### src/rtl/io_pad_in_conditioner_pkg.sv
// Shared types and helpers for the input-pad conditioner.
// Optional feature macro used by this slice: IO_PAD_IBUF_EN (vendor IBUF in front of each synchroniser).
package io_cond_pkg;

    // Parameter limits supported by the conditioner
    localparam int MAX_CH   = 32;
    localparam int MAX_SYNC = 4;
    localparam int MAX_FILT = 255;

    // Per-channel filter state, derived from the confirmation counter
    typedef enum logic {
        ST_STABLE  = 1'b0,
        ST_CONFIRM = 1'b1
    } filt_state_e;

    // Width of a counter able to hold values 0..filtCycles
    function automatic int cnt_width(input int filtCycles);
        return $clog2(filtCycles + 1);
    endfunction

endpackage

### src/rtl/io_pad_in_conditioner_chan.sv
// One pad channel: optional IBUF, synchroniser chain, glitch filter and edge-pulse registers.
// With IO_PAD_IBUF_EN defined the raw pad goes through a vendor IBUF; otherwise a plain wire.
module io_cond_chan
    import io_cond_pkg::*;
#(
    parameter int   SYNC_STAGES = 2,
    parameter int   FILT_CYCLES = 4,
    parameter logic RESET_VAL   = 1'b0
) (
    input  logic clk,
    input  logic rst_n,
    input  logic pad_i,
    input  logic en_i,
    output logic filt_o,
    output logic rise_d_o,
    output logic fall_d_o,
    output logic rise_o,
    output logic fall_o
);

    localparam int             CW       = cnt_width(FILT_CYCLES);
    localparam logic [CW-1:0]  CNT_ONE  = CW'(1);
    localparam logic [CW-1:0]  CNT_LAST = CW'(FILT_CYCLES - 1);

    logic                   padBuf;
    logic                   syncOut;
    logic [SYNC_STAGES-1:0] sync_q;
    logic                   filt_q, filt_d;
    logic [CW-1:0]          cnt_q, cnt_d;
    logic                   rise_q, rise_d;
    logic                   fall_q, fall_d;
    filt_state_e            state;

`ifdef IO_PAD_IBUF_EN
    IBUF u_ibuf (
        .I (pad_i),
        .O (padBuf)
    );
`else
    assign padBuf = pad_i;
`endif

    assign syncOut = sync_q[SYNC_STAGES-1];

    // Filter next state: a new level must be seen FILT_CYCLES edges in a row before it is accepted
    always_comb begin
        filt_d = filt_q;
        cnt_d  = cnt_q;
        state  = (cnt_q == '0) ? ST_STABLE : ST_CONFIRM;
        case (state)
            ST_STABLE: begin
                if (syncOut != filt_q) begin
                    if (FILT_CYCLES == 1) begin
                        filt_d = syncOut;
                    end else begin
                        cnt_d = CNT_ONE;
                    end
                end
            end
            ST_CONFIRM: begin
                if (syncOut == filt_q) begin
                    cnt_d = '0;
                end else if (cnt_q == CNT_LAST) begin
                    filt_d = syncOut;
                    cnt_d  = '0;
                end else begin
                    cnt_d = cnt_q + CNT_ONE;
                end
            end
            default: cnt_d = '0;
        endcase
        rise_d = ~filt_q &  filt_d & en_i;
        fall_d =  filt_q & ~filt_d & en_i;
    end

    // Synchroniser chain, filter state and edge pulses all advance on the same edge
    always_ff @(posedge clk or negedge rst_n) begin
        if (!rst_n) begin
            sync_q <= {SYNC_STAGES{RESET_VAL}};
            filt_q <= RESET_VAL;
            cnt_q  <= '0;
            rise_q <= 1'b0;
            fall_q <= 1'b0;
        end else begin
            sync_q <= {sync_q[SYNC_STAGES-2:0], padBuf};
            filt_q <= filt_d;
            cnt_q  <= cnt_d;
            rise_q <= rise_d;
            fall_q <= fall_d;
        end
    end

    assign filt_o   = filt_q;
    assign rise_d_o = rise_d;
    assign fall_d_o = fall_d;
    assign rise_o   = rise_q;
    assign fall_o   = fall_q;

endmodule

### src/rtl/io_pad_in_conditioner.sv
// Multi-channel input-pad conditioner: per-channel sync/filter/edge detect, enable gating, change flag.
// Optional macro IO_PAD_IBUF_EN selects a vendor IBUF on every pad input inside each channel.
module io_pad_in_conditioner
    import io_cond_pkg::*;
#(
    parameter int   NUM_CH      = 3,
    parameter int   SYNC_STAGES = 2,
    parameter int   FILT_CYCLES = 4,
    parameter logic RESET_VAL   = 1'b0
) (
    input  logic              clk,
    input  logic              rst_n,
    input  logic [NUM_CH-1:0] iopad_fs_in,
    input  logic [NUM_CH-1:0] ch_en,
    output logic [NUM_CH-1:0] fs_in,
    output logic [NUM_CH-1:0] rise_pulse,
    output logic [NUM_CH-1:0] fall_pulse,
    output logic              any_change
);

    logic [NUM_CH-1:0] filtVec;
    logic [NUM_CH-1:0] riseNext;
    logic [NUM_CH-1:0] fallNext;
    logic              anyChange_q;

    for (genvar i = 0; i < NUM_CH; i++) begin : g_ch
        io_cond_chan #(
            .SYNC_STAGES (SYNC_STAGES),
            .FILT_CYCLES (FILT_CYCLES),
            .RESET_VAL   (RESET_VAL)
        ) u_chan (
            .clk      (clk),
            .rst_n    (rst_n),
            .pad_i    (iopad_fs_in[i]),
            .en_i     (ch_en[i]),
            .filt_o   (filtVec[i]),
            .rise_d_o (riseNext[i]),
            .fall_d_o (fallNext[i]),
            .rise_o   (rise_pulse[i]),
            .fall_o   (fall_pulse[i])
        );
    end

    // Disabled channels read as low; the filter keeps running underneath
    assign fs_in = filtVec & ch_en;

    // Change flag registered on the same edge as the per-channel pulses
    always_ff @(posedge clk or negedge rst_n) begin
        if (!rst_n) begin
            anyChange_q <= 1'b0;
        end else begin
            anyChange_q <= |(riseNext | fallNext);
        end
    end

    assign any_change = anyChange_q;

endmodule
### config.mk
export PLATFORM = sky130hd
export DESIGN_NAME = io_pad_in_conditioner
export DESIGN_NICKNAME = d
export VERILOG_FILES = /design/src/rtl/io_pad_in_conditioner_pkg.sv /design/src/rtl/io_pad_in_conditioner_chan.sv /design/src/rtl/io_pad_in_conditioner.sv
export SDC_FILE = /design/constraint.sdc
export NUM_CORES = 1
export LEC_CHECK = 0
export ABC_AREA = 1
export BUFFER_PORTS_ARGS = -buffer_cell sky130_fd_sc_hd__buf_2
export CAP_MARGIN = 5
export CELL_PAD_IN_SITES_DETAIL_PLACEMENT = 1
export CELL_PAD_IN_SITES_GLOBAL_PLACEMENT = 2
export CORE_UTILIZATION = 36
export DETAILED_ROUTE_END_ITERATION = 10
export GPL_TIMING_DRIVEN = 0
export PLACE_DENSITY = 0.83
export RECOVER_POWER = 50
export SLEW_MARGIN = 40
export SYNTH_ARGS = -nofsm -noshare
export SYNTH_HDL_FRONTEND = slang
export SYNTH_SLANG_ARGS = --single-unit
### constraint.sdc
create_clock -name clk -period 2.5 [get_ports clk]
set_input_delay 0.5 -clock clk [delete_from_list [all_inputs] [get_ports clk]]
set_output_delay 0.5 -clock clk [all_outputs]
set_load 0.05 [all_outputs]
==> results of run 1 <==
-- synth_stat cells --
library cell / number
nor3_1: 3
nor3_2: 1
nor2_4: 3
nor2_2: 1
xnor2_1: 1
nand2_1: 18
inv_2: 6
ha_1: 6
o21ai_0: 2
buf_4: 6
o21ai_1: 4
a21oi_1: 3
nor2_1: 8
dfrtp_1: 25
nand3_1: 7
inv_1: 29
nand2_2: 4
o22ai_1: 3
-- per-layer routing --
layer / part of all wire [%] / track usage (%) / routed length, um
met2: 49 / 25.0 / 946
met1: 46 / 15.5 / 885
met4: 1.3 / 5.10 / 25
met5: 0 / 0 / 0
met3: 3.5 / 1.97 / 68
-- area by class of cell --
class	count	area [um^2]	area share (%)
Clock buffer	3	22.5	1.68
Clock inverter	1	7.51	0.560
Multi-Input combinational cell	64	370	27.6
Timing Repair Buffer	17	83.8	6.25
Tap cell	44	55.1	4.10
Sequential cell	25	626	46.6
Buffer	6	45.0	3.36
Inverter	35	131	9.79
-- state kept, by name, summed over array words and instances (netlist names) --
| name | count |
|---|---|
| g_ch.u_chan.cnt_q | 9 |
| g_ch.u_chan.rise_o | 3 |
| any_change | 1 |
| g_ch.u_chan.sync_q | 6 |
| g_ch.u_chan.filt_o | 3 |
| g_ch.u_chan.fall_o | 3 |
-- logic make-up (layout without fill, tap and decap cells) --
group                      Yosys count  in the layout  synth area share (%)
buffers and inverters               41             62                  15.0
adders and majority gates            6              6                  6.40
xor gates and xnor gates             1              1                 0.747
AOI/OAI and AO/OA                   12             12                  5.44
and+or+nand+nor                     45             45                  19.0
DFF                                 25             25                  53.4
-- per-stage QoR --
step	area (um^2)	hold slack, ps	std cells
floorplan	1170	204	130
global placement	1310	332	191
detailed placement	1310	340	191
CTS	1340	156	195
global route	1340	255	195
finish	1340	276	195
-- how the worst max path moves through the flow --
stage | start | endpoint | slack (ps) | cells past startpoint
after floorplan | ch_en[1] | fs_in[1] | 1090 | 2
after global placement | ch_en[1] | fs_in[1] | 1010 | 4
after detailed placement | ch_en[1] | fs_in[1] | 1010 | 4
after CTS | g_ch[1].u_chan.filt_o$_DFF_PN0_ | fs_in[1] | 790 | 3
after global routing | g_ch[1].u_chan.filt_o$_DFF_PN0_ | fs_in[1] | 740 | 3
final | g_ch[1].u_chan.filt_o$_DFF_PN0_ | fs_in[1] | 810 | 3
-- power breakdown --
part / internal (mW) / total [mW] / switching (mW)
Clock: 0.0611 / 0.182 / 0.121
Sequential: 0.481 / 0.549 / 0.0687
Combinational: 0.164 / 0.477 / 0.313
==> flow_summary_export.csv, run 1 <==
group,metric,value,unit
logic_synthesis,ys_seq_area_share,53.4,%
sta,setup_viol,0,
sta,min_period_over_period,67.6,%
sta,finalClockSkew,3.04,ps
cells_and_area,nets,166,
global_routing,grtUsageTotal,13.4,%
floorplanning,die_x,59.1,um
floorplanning,dieHeight,59.1,um
placement,dp_slack,1010,ps
logic_synthesis,syn_nets,144,
sta,fmax,592,MHz
logic_synthesis,yosys.area.top_type_share,53.4,%
critical_path,endpoint_kind,"output port",
power_and_ir_drop,pwr_density_cell,901,nW/um^2
floorplanning,die_area,3490,um^2
worst_hold_path,hold_class,"input pin to flip-flop",
power_and_ir_drop,p_leak,0.783,nW
drt,routed_wl,1.93,mm
clocking,clock-sinks,25,
critical_path,arrival,1190,ps
clocking,cts_buffers,3,
clocking,postCtsHoldBufs,0,
clocking,htreeDepth,1,
logic_synthesis,syn-instance-count,130,
cells_and_area,fillers,397,
floorplanning,io_pins,18,
power_and_ir_drop,power,1.21,mW
global_routing,antenna_found_initial,0,
placement,dpl.hpwl,1.58,mm
sta,finalCriticalPeriod,1690,ps
clocking,cts_buffer_depth,2,
placement,gp_congestion,0.756,
clocking,cts_resized,0,
global_routing,grt_max_degree,26,
drt,via_per_inst,4.27,
cells_and_area,area_delta_synth_final,14.4,%
cells_and_area,final_cell_mix,"29 x inv_1, 25 x dfrtp_1, 18 x nand2_1",
drt,antenna_left,0,
critical_path,cpPeakStageDelay,430,ps
sta,worst_pin_slew,1300,ps
floorplanning,initial_core_util,38.1,%
global_routing,grt-ovfl-total,0,
run,cap_viol_max_count,0,
worst_hold_path,holdPathEnd,"g_ch[0].u_chan.sync_q[0]$_DFF_PN0_",
cells_and_area,antenna_cells,0,
logic_synthesis,synthTopCellsByArea,"dfrtp_1 53%, inv_1 9.3%, ha_1 6.4%",
global_routing,grt_pass1_wl,3.51,mm
critical_path,slowest_stage,"dfrtp_1",
cells_and_area,layout_commonest_cell,"inv_1",
critical_path,crit_buf_inv,2,
logic_synthesis,synth_cell_types,18,
cells_and_area,final_core_util,43.6,%
drt,drt-initial-drc-count,14,
sta,relSlewSlack,13.2,%
global_routing,first_global_vias,860,
critical_path,crit_required,2000,ps
sta,timing.final.hold_violations,0,
sta,rsz0062_at_grt,"false",
logic_synthesis,synth_largest_area_cell,"dfrtp_1",
critical_path,crit_family,"flip-flops",
logic_synthesis,syn_area,1170,um^2
drt,dr.pass1.iters,4,
clocking,clock_latency,310,ps
drt,vias,832,
outcome,status,"finished clean",
critical_path,crit_fanout,4,
sta,setup_ws,811,ps
clocking,cts_post_setup_buffers_inserted,0,
sta,tns,0,ps
power_and_ir_drop,peakVddDrop,0.332,mV
clocking,cts_tree,"built",
cells_and_area,drive_gt1_share,27.2,%
clocking,clk_pin_slew,140,ps
drt,drc,0,
sta,maxSlewViolCount,0,
worst_hold_path,hold_start,"iopad_fs_in[0]",
critical_path,crit_path_start_kind,"flip-flop",
critical_path,path_cells,"nand2_1, inv_1, buf_2",
floorplanning,core_area,3080,um^2
critical_path,r2r_end,"any_change$_DFF_PN0_",
critical_path,rrSetupSlack,1270,ps
drt,routedWlPerCell,9.88,um
critical_path,reg2reg_depth,7,
logic_synthesis,synth_seq_cells,25,
worst_hold_path,min_path_cells,1,
logic_synthesis,syn_avg_cell_area,9.02,um^2
clocking,cts_root_buf,"clkbuf_4",
logic_synthesis,yosysWarnings,0,
placement,port_buffers,17,
floorplanning,rows,20,
critical_path,timing.rr.start,"g_ch[0].u_chan.cnt_q[0]$_DFFE_PN0P_",
critical_path,path_class,"flip-flop to output port",
Power figures use the tool's default switching activity.
==> inputs of run 2 (changes only) <==
--- a/config.mk
+++ b/config.mk
@@ -5,7 +5,7 @@
 export SDC_FILE = /design/constraint.sdc
 export NUM_CORES = 1
 export LEC_CHECK = 0
-export ABC_AREA = 1
+export ABC_AREA = 0
 export BUFFER_PORTS_ARGS = -buffer_cell sky130_fd_sc_hd__buf_2
 export CAP_MARGIN = 5
 export CELL_PAD_IN_SITES_DETAIL_PLACEMENT = 1
@@ -13,7 +13,7 @@
 export CORE_UTILIZATION = 36
 export DETAILED_ROUTE_END_ITERATION = 10
 export GPL_TIMING_DRIVEN = 0
-export PLACE_DENSITY = 0.83
+export PLACE_DENSITY = 0.77
 export RECOVER_POWER = 50
 export SLEW_MARGIN = 40
 export SYNTH_ARGS = -nofsm -noshare
==> constraint.sdc (replaced) <==
create_clock -name clk -period 1.6 [get_ports clk]
set_input_delay 0.32 -clock clk [delete_from_list [all_inputs] [get_ports clk]]
set_output_delay 0.32 -clock clk [all_outputs]
set_load 0.05 [all_outputs]
==> flow_summary_export.csv, run 2 <==
group,metric,value,unit
critical_path,path_class,"flip-flop to output port",
floorplanning,die_x,58.1,um
clocking,clock_latency,310,ps
power_and_ir_drop,netSwitchingPower,0.762,mW
logic_synthesis,syn_area,1130,um^2
global_routing,grt_pass1_wl,3.54,mm
clocking,clk_pin_slew,130,ps
cells_and_area,layout_commonest_cell,"dfrtp_1",
power_and_ir_drop,power_frac_seq,45.9,%
global_routing,grt_max_degree,26,
placement,placed_cell_area,1270,um^2
power_and_ir_drop,intPower,1.16,mW
critical_path,slowest_stage,"dfrtp_1",
drt,wl_met1,865,um
floorplanning,initial_core_util,39.4,%
placement,dp_cells,150,
drt,wl_met2,973,um
drt,dr_wl_met3,69,um
logic_synthesis,synth_common_cells,"25 x dfrtp_1, 7 x inv_1, 6 x buf_4, 6 x ha_1, 6 x nor3b_1",
sta,relSlewSlack,59.4,%
critical_path,cpPeakStageDelay,470,ps
clocking,cts_post_setup_buffers_inserted,0,
power_and_ir_drop,clockPowerShare,14.6,%
cells_and_area,area_delta_synth_final,15.8,%
clocking,cts_root_buf,"clkbuf_4",
drt,antenna_left,0,
power_and_ir_drop,pwr_density_cell,1460,nW/um^2
cells_and_area,fillers,332,
sta,finalCriticalPeriod,1510,ps
cells_and_area,fin_area,1310,um^2
logic_synthesis,synth_largest_area_cell,"dfrtp_1",
logic_synthesis,ys_seq_area_share,55.2,%
sta,fmax,661,MHz
logic_synthesis,synthTopCellsByArea,"dfrtp_1 55%, ha_1 6.6%, buf_4 4.0%",
critical_path,path_cells,"and2_1, buf_2",
logic_synthesis,syn_nets,105,
run,cap_viol_max_count,0,
cells_and_area,area.sequential,626,um^2
cells_and_area,top_register,"g_ch.u_chan.cnt_q",
drt,dr.pass1.iters,3,
global_routing,antenna_found_initial,0,
logic_synthesis,synthFlopType,"dfrtp_1",
critical_path,crit_buf_inv,1,
placement,dp_slack,144,ps
logic_synthesis,synth-edff-count,0,
power_and_ir_drop,power,1.92,mW
sta,rsz0062_at_grt,"false",
outcome,status,"finished clean",
floorplanning,die_area,3370,um^2
placement,dpl.hpwl,1.44,mm
cells_and_area,final_cell_mix,"25 x dfrtp_1, 16 x buf_2, 7 x inv_1",
sta,timing.final.hold_violations,0,
logic_synthesis,yosysWarnings,0,
floorplanning,core_area,2880,um^2
sta,setup_ws,87.3,ps
drt,routed_wl,1.95,mm
sta,timing.hold.ws,101,ps
cells_and_area,antenna_cells,0,
logic_synthesis,syn-instance-count,91,
drt,drt-initial-drc-count,9,
cells_and_area,layout_top_registers,"g_ch.u_chan.cnt_q (9), g_ch.u_chan.sync_q (6)",
global_routing,grt-ovfl-total,0,
placement,gp_congestion,0.739,
power_and_ir_drop,netSwitchingFraction,39.7,%
logic_synthesis,yosys.area.top_type_share,55.2,%
critical_path,endpoint_kind,"output port",
sta,min_period_over_period,94.5,%
sta,setup_viol,0,
critical_path,arrival,1190,ps
clocking,htreeDepth,1,
critical_path,crit_path_start_kind,"flip-flop",
cells_and_area,final_cells,155,
global_routing,grtUsageTotal,14.4,%
sta,tns,0,ps
cells_and_area,multiInputGateArea,437,um^2
power_and_ir_drop,p_comb_share,39.5,%
logic_synthesis,yosysMostFrequentCell,"dfrtp_1",
cells_and_area,final_core_util,45.6,%
drt,top_layer,"met4",
drt,vias,713,
worst_hold_path,hold_class,"input pin to flip-flop",
clocking,cts_buffer_depth,2,
sta,worst_pin_slew,608,ps
drt,drc,0,
clocking,cts_buffers,3,
floorplanning,io_pins,18,
cells_and_area,nets,128,
placement,port_buffers,17,
drt,routedWlPerCell,12.6,um
drt,via_per_inst,4.60,
cells_and_area,drive_gt1_share,36.3,%
sta,finalClockSkew,3.94,ps
clocking,cts_tree,"built",
clocking,clock-sinks,25,
cells_and_area,largest_reg_flops,9,
power_and_ir_drop,peakVddDrop,0.599,mV
sta,maxSlewViolCount,0,
logic_synthesis,syn_avg_cell_area,12.4,um^2
critical_path,crit_required,1280,ps
critical_path,crit_fanout,5,
critical_path,crit_family,"flip-flops",
logic_synthesis,async_flop_share,100,%
floorplanning,dieHeight,58.1,um
logic_synthesis,synth_seq_cells,25,
logic_synthesis,synth_cell_types,28,
floorplanning,rows,19,
power_and_ir_drop,p_leak,0.627,nW
global_routing,first_global_vias,809,
==> run 2: repair_timing <==
item / CTS / global route
gates resized for setup: 0 / 1
endpoints found under the setup margin: 0 / 1
endpoints found under the hold margin: 25 / 0
hold buffers: 1 / 0
==> run 2: worst paths after layout <==
path | startpoint | to | slack [ps] | cells past startpoint
worst min register to register | g_ch[0].u_chan.sync_q[0]$_DFF_PN0_ | g_ch[0].u_chan.sync_q[1]$_DFF_PN0_ | 370 | 0
worst max-delay path | g_ch[2].u_chan.filt_o$_DFF_PN0_ | fs_in[2] | 90 | 2
worst min-delay path | iopad_fs_in[1] | g_ch[1].u_chan.sync_q[0]$_DFF_PN0_ | 100 | 1
worst max register to register | g_ch[1].u_chan.cnt_q[0]$_DFFE_PN0P_ | g_ch[1].u_chan.filt_o$_DFF_PN0_ | 130 | 5
min in group asynchronous | rst_n | g_ch[1].u_chan.rise_o$_DFF_PN0_ | 530 | 2
max in group asynchronous | rst_n | g_ch[2].u_chan.cnt_q[0]$_DFFE_PN0P_ | 680 | 2
==> run 2: layer usage <==
| layer | track usage, % | vias to the layer above |
|---|---|---|
| li1 | - | 348 |
| met4 | 9.18 | 0 |
| met5 | 0 | - |
| met1 | 16.9 | 344 |
| met3 | 2.23 | 4 |
| met2 | 24.6 | 17 |
==> run 2: kinds of logic after synthesis <==
kind of cell    Yosys count  share of synthesized area, %
xor+xnor                  3                          3.65
simple gates             29                          16.9
mux                       3                          2.98
fa+ha+maj                 6                          6.63
compound gates           11                          7.96
flops                    25                          55.2
buf+inv                  14                          6.63
==> run 2: power groups by stage <==
| stage | Sequential [mW] | Combinational, mW | Clock [mW] |
|---|---|---|---|
| 3_5_place_dp | 0.892 | 0.767 | 0 |
| 5_1_grt | 0.905 | 0.860 | 0.329 |
| 6_report | 0.881 | 0.758 | 0.280 |
| 2_1_floorplan | 0.882 | 0.590 | 0 |
| 3_3_place_gp | 0.885 | 0.726 | 0 |
| 4_1_cts | 0.881 | 0.769 | 0.305 |
==> run 2: layout make-up <==
cell class                      instances  share of cell area [%]
Buffer                                  6                    3.44
Timing Repair Buffer                   18                    7.25
Clock buffer                            4                    2.00
Multi-Input combinational cell         52                    33.3
Inverter                                8                    2.29
Tap cell                               42                    4.01
Sequential cell                        25                    47.7
==> run 2: worst register-to-register path: stages (launching register included) <==
cell and delay (ps):
dfrtp_1 440, inv_1 70, ha_1 210, nor2_1 130, and2_1 180, mux2_2 340
==> inputs of run 3 (changes only) <==
--- a/config.mk
+++ b/config.mk
@@ -12,7 +12,6 @@
 export CELL_PAD_IN_SITES_GLOBAL_PLACEMENT = 2
 export CORE_UTILIZATION = 36
 export DETAILED_ROUTE_END_ITERATION = 10
-export GPL_TIMING_DRIVEN = 0
 export PLACE_DENSITY = 0.77
 export RECOVER_POWER = 50
 export SLEW_MARGIN = 40
==> flow_summary_export.csv, run 3 (synthesis results as in run 2) <==
group,metric,value,unit
cells_and_area,final_core_util,44.4,%
outcome,status,"finished clean",
sta,maxSlewViolCount,0,
critical_path,crit_path_start_kind,"flip-flop",
drt,antenna_left,0,
clocking,clk_pin_slew,130,ps
drt,drc,0,
global_routing,grt_pass1_wl,3.17,mm
floorplanning,core_area,2880,um^2
cells_and_area,final_cells,151,
clocking,cts_root_buf,"clkbuf_4",
global_routing,grt-ovfl-total,0,
cells_and_area,drive_gt1_share,33.0,%
critical_path,cpPeakStageDelay,450,ps
cells_and_area,layout_top_registers,"g_ch.u_chan.cnt_q (9), g_ch.u_chan.sync_q (6)",
clocking,clock-sinks,25,
cells_and_area,largest_reg_flops,9,
sta,timing.hold.ws,112,ps
sta,rsz0062_at_grt,"false",
floorplanning,rows,19,
clocking,htreeDepth,1,
cells_and_area,area_delta_synth_final,12.7,%
floorplanning,initial_core_util,39.4,%
critical_path,r2r_end,"g_ch[0].u_chan.filt_o$_DFF_PN0_",
critical_path,arrival,1170,ps
drt,dr.pass1.iters,4,
clocking,clock_latency,310,ps
worst_hold_path,hold_class,"input pin to flip-flop",
power_and_ir_drop,peakVddDrop,0.569,mV
clocking,cts_tree,"built",
critical_path,path_class,"flip-flop to output port",
critical_path,crit_required,1280,ps
power_and_ir_drop,netSwitchingFraction,38.8,%
clocking,cts_resized,0,
placement,dpl.hpwl,1.35,mm
sta,timing.final.hold_violations,0,
global_routing,grtUsageTotal,12.8,%
power_and_ir_drop,power_frac_seq,45.2,%
sta,fmax,671,MHz
floorplanning,dieHeight,58.1,um
floorplanning,io_pins,18,
power_and_ir_drop,pwr_density_cell,1510,nW/um^2
critical_path,worstSetupStartpoint,"g_ch[1].u_chan.filt_o$_DFF_PN0_",
cells_and_area,fillers,314,
cells_and_area,final_cell_mix,"25 x dfrtp_1, 16 x buf_2, 7 x inv_1",
drt,routedWlPerCell,12.0,um
cells_and_area,nets,124,
critical_path,reg2reg_depth,4,
critical_path,path_cells,"and2_2, buf_2",
placement,gp_congestion,0.717,
placement,dp_cells,144,
global_routing,antenna_found_initial,0,
cells_and_area,top_register,"g_ch.u_chan.cnt_q",
critical_path,endpoint_kind,"output port",
sta,min_period_over_period,93.2,%
critical_path,rrSetupSlack,150,ps
global_routing,first_global_vias,713,
critical_path,crit_family,"flip-flops",
sta,relSlewSlack,58.8,%
drt,routed_wl,1.82,mm
sta,finalClockSkew,7.23,ps
drt,via_per_inst,4.51,
sta,finalCriticalPeriod,1490,ps
critical_path,crit_cells,2,
critical_path,slowest_stage,"dfrtp_1",
drt,vias,681,
power_and_ir_drop,p_leak,0.603,nW
cells_and_area,layout_commonest_cell,"dfrtp_1",
critical_path,crit_fanout,5,
drt,drt-initial-drc-count,9,
power_and_ir_drop,power,1.93,mW
run,cap_viol_max_count,0,
power_and_ir_drop,clockPowerShare,13.9,%
power_and_ir_drop,p_comb_share,40.8,%
critical_path,crit_buf_inv,1,
critical_path,crit_end,"fs_in[1]",
floorplanning,die_x,58.1,um
cells_and_area,antenna_cells,0,
sta,tns,0,ps
power_and_ir_drop,netSwitchingPower,0.747,mW
clocking,cts_buffers,3,
placement,port_buffers,17,
sta,setup_viol,0,
global_routing,grt_max_degree,26,
floorplanning,die_area,3370,um^2
power_and_ir_drop,intPower,1.18,mW
sta,worst_pin_slew,618,ps
critical_path,timing.rr.start,"g_ch[0].u_chan.cnt_q[0]$_DFFE_PN0P_",
clocking,cts_buffer_depth,2,
-- run 3: what timing repair did --
item                                   4_1_cts  5_1_grt
buffers inserted                             0        2
hold buffers                                 1        0
setup endpoints to repair                    0        1
endpoints found under the hold margin       25        0
-- run 3: cell type report --
class                      instances  area [um^2]  area share, %
multi-input combinational         52          432           33.8
tap                               42         52.6           4.12
clock buffer                       4         26.3           2.06
sequential                        25          626           49.0
timing repair buffer              20          110           8.63
inverter                           8         30.0           2.35
-- run 3: power by group through the flow --
| stage | sequential [mW] | combinational [mW] | clock, mW |
|---|---|---|---|
| final | 0.871 | 0.787 | 0.269 |
| after global routing | 0.893 | 0.878 | 0.311 |
| after CTS | 0.878 | 0.757 | 0.288 |
| after detailed placement | 0.894 | 0.749 | 0 |
| after global placement | 0.885 | 0.723 | 0 |
| after floorplan | 0.882 | 0.590 | 0 |
-- run 3: worst min path at each step --
stage | endpoint | start | cells after the start | slack, ps
final | g_ch[0].u_chan.sync_q[0]$_DFF_PN0_ | iopad_fs_in[0] | 1 | 110
after global routing | g_ch[1].u_chan.sync_q[0]$_DFF_PN0_ | iopad_fs_in[1] | 1 | 70
after CTS | g_ch[2].u_chan.sync_q[0]$_DFF_PN0_ | iopad_fs_in[2] | 1 | 90
after detailed placement | g_ch[0].u_chan.sync_q[1]$_DFF_PN0_ | g_ch[0].u_chan.sync_q[0]$_DFF_PN0_ | 0 | 340
after global placement | g_ch[1].u_chan.rise_o$_DFF_PN0_ | rst_n | 1 | 340
after floorplan | any_change$_DFF_PN0_ | rst_n | 0 | 20
-- run 3: metal layers --
metal  vias up  track usage (%)  part of all wire (%)
met2        19             20.0                    47
li1        337                -                     -
met1       323             16.4                    47
met4         0             4.08                   1.2
met3         2             4.69                   5.1
met5         -                0                     0
-- run 3: stage by stage --
| stage | area [um^2] | setup slack, ps |
|---|---|---|
| 3_3_place_gp | 1220 | 200 |
| 5_1_grt | 1280 | 8.08 |
| 6_report | 1280 | 109 |
| 3_5_place_dp | 1220 | 139 |
| 2_1_floorplan | 1130 | 238 |
| 4_1_cts | 1260 | 80.5 |
-- run 3: worst register-to-register path, stage by stage, from the launching register on --
cell     delay [ps]
dfrtp_1         380
inv_1            70
ha_1            250
nor3b_2         290
mux2_2          360
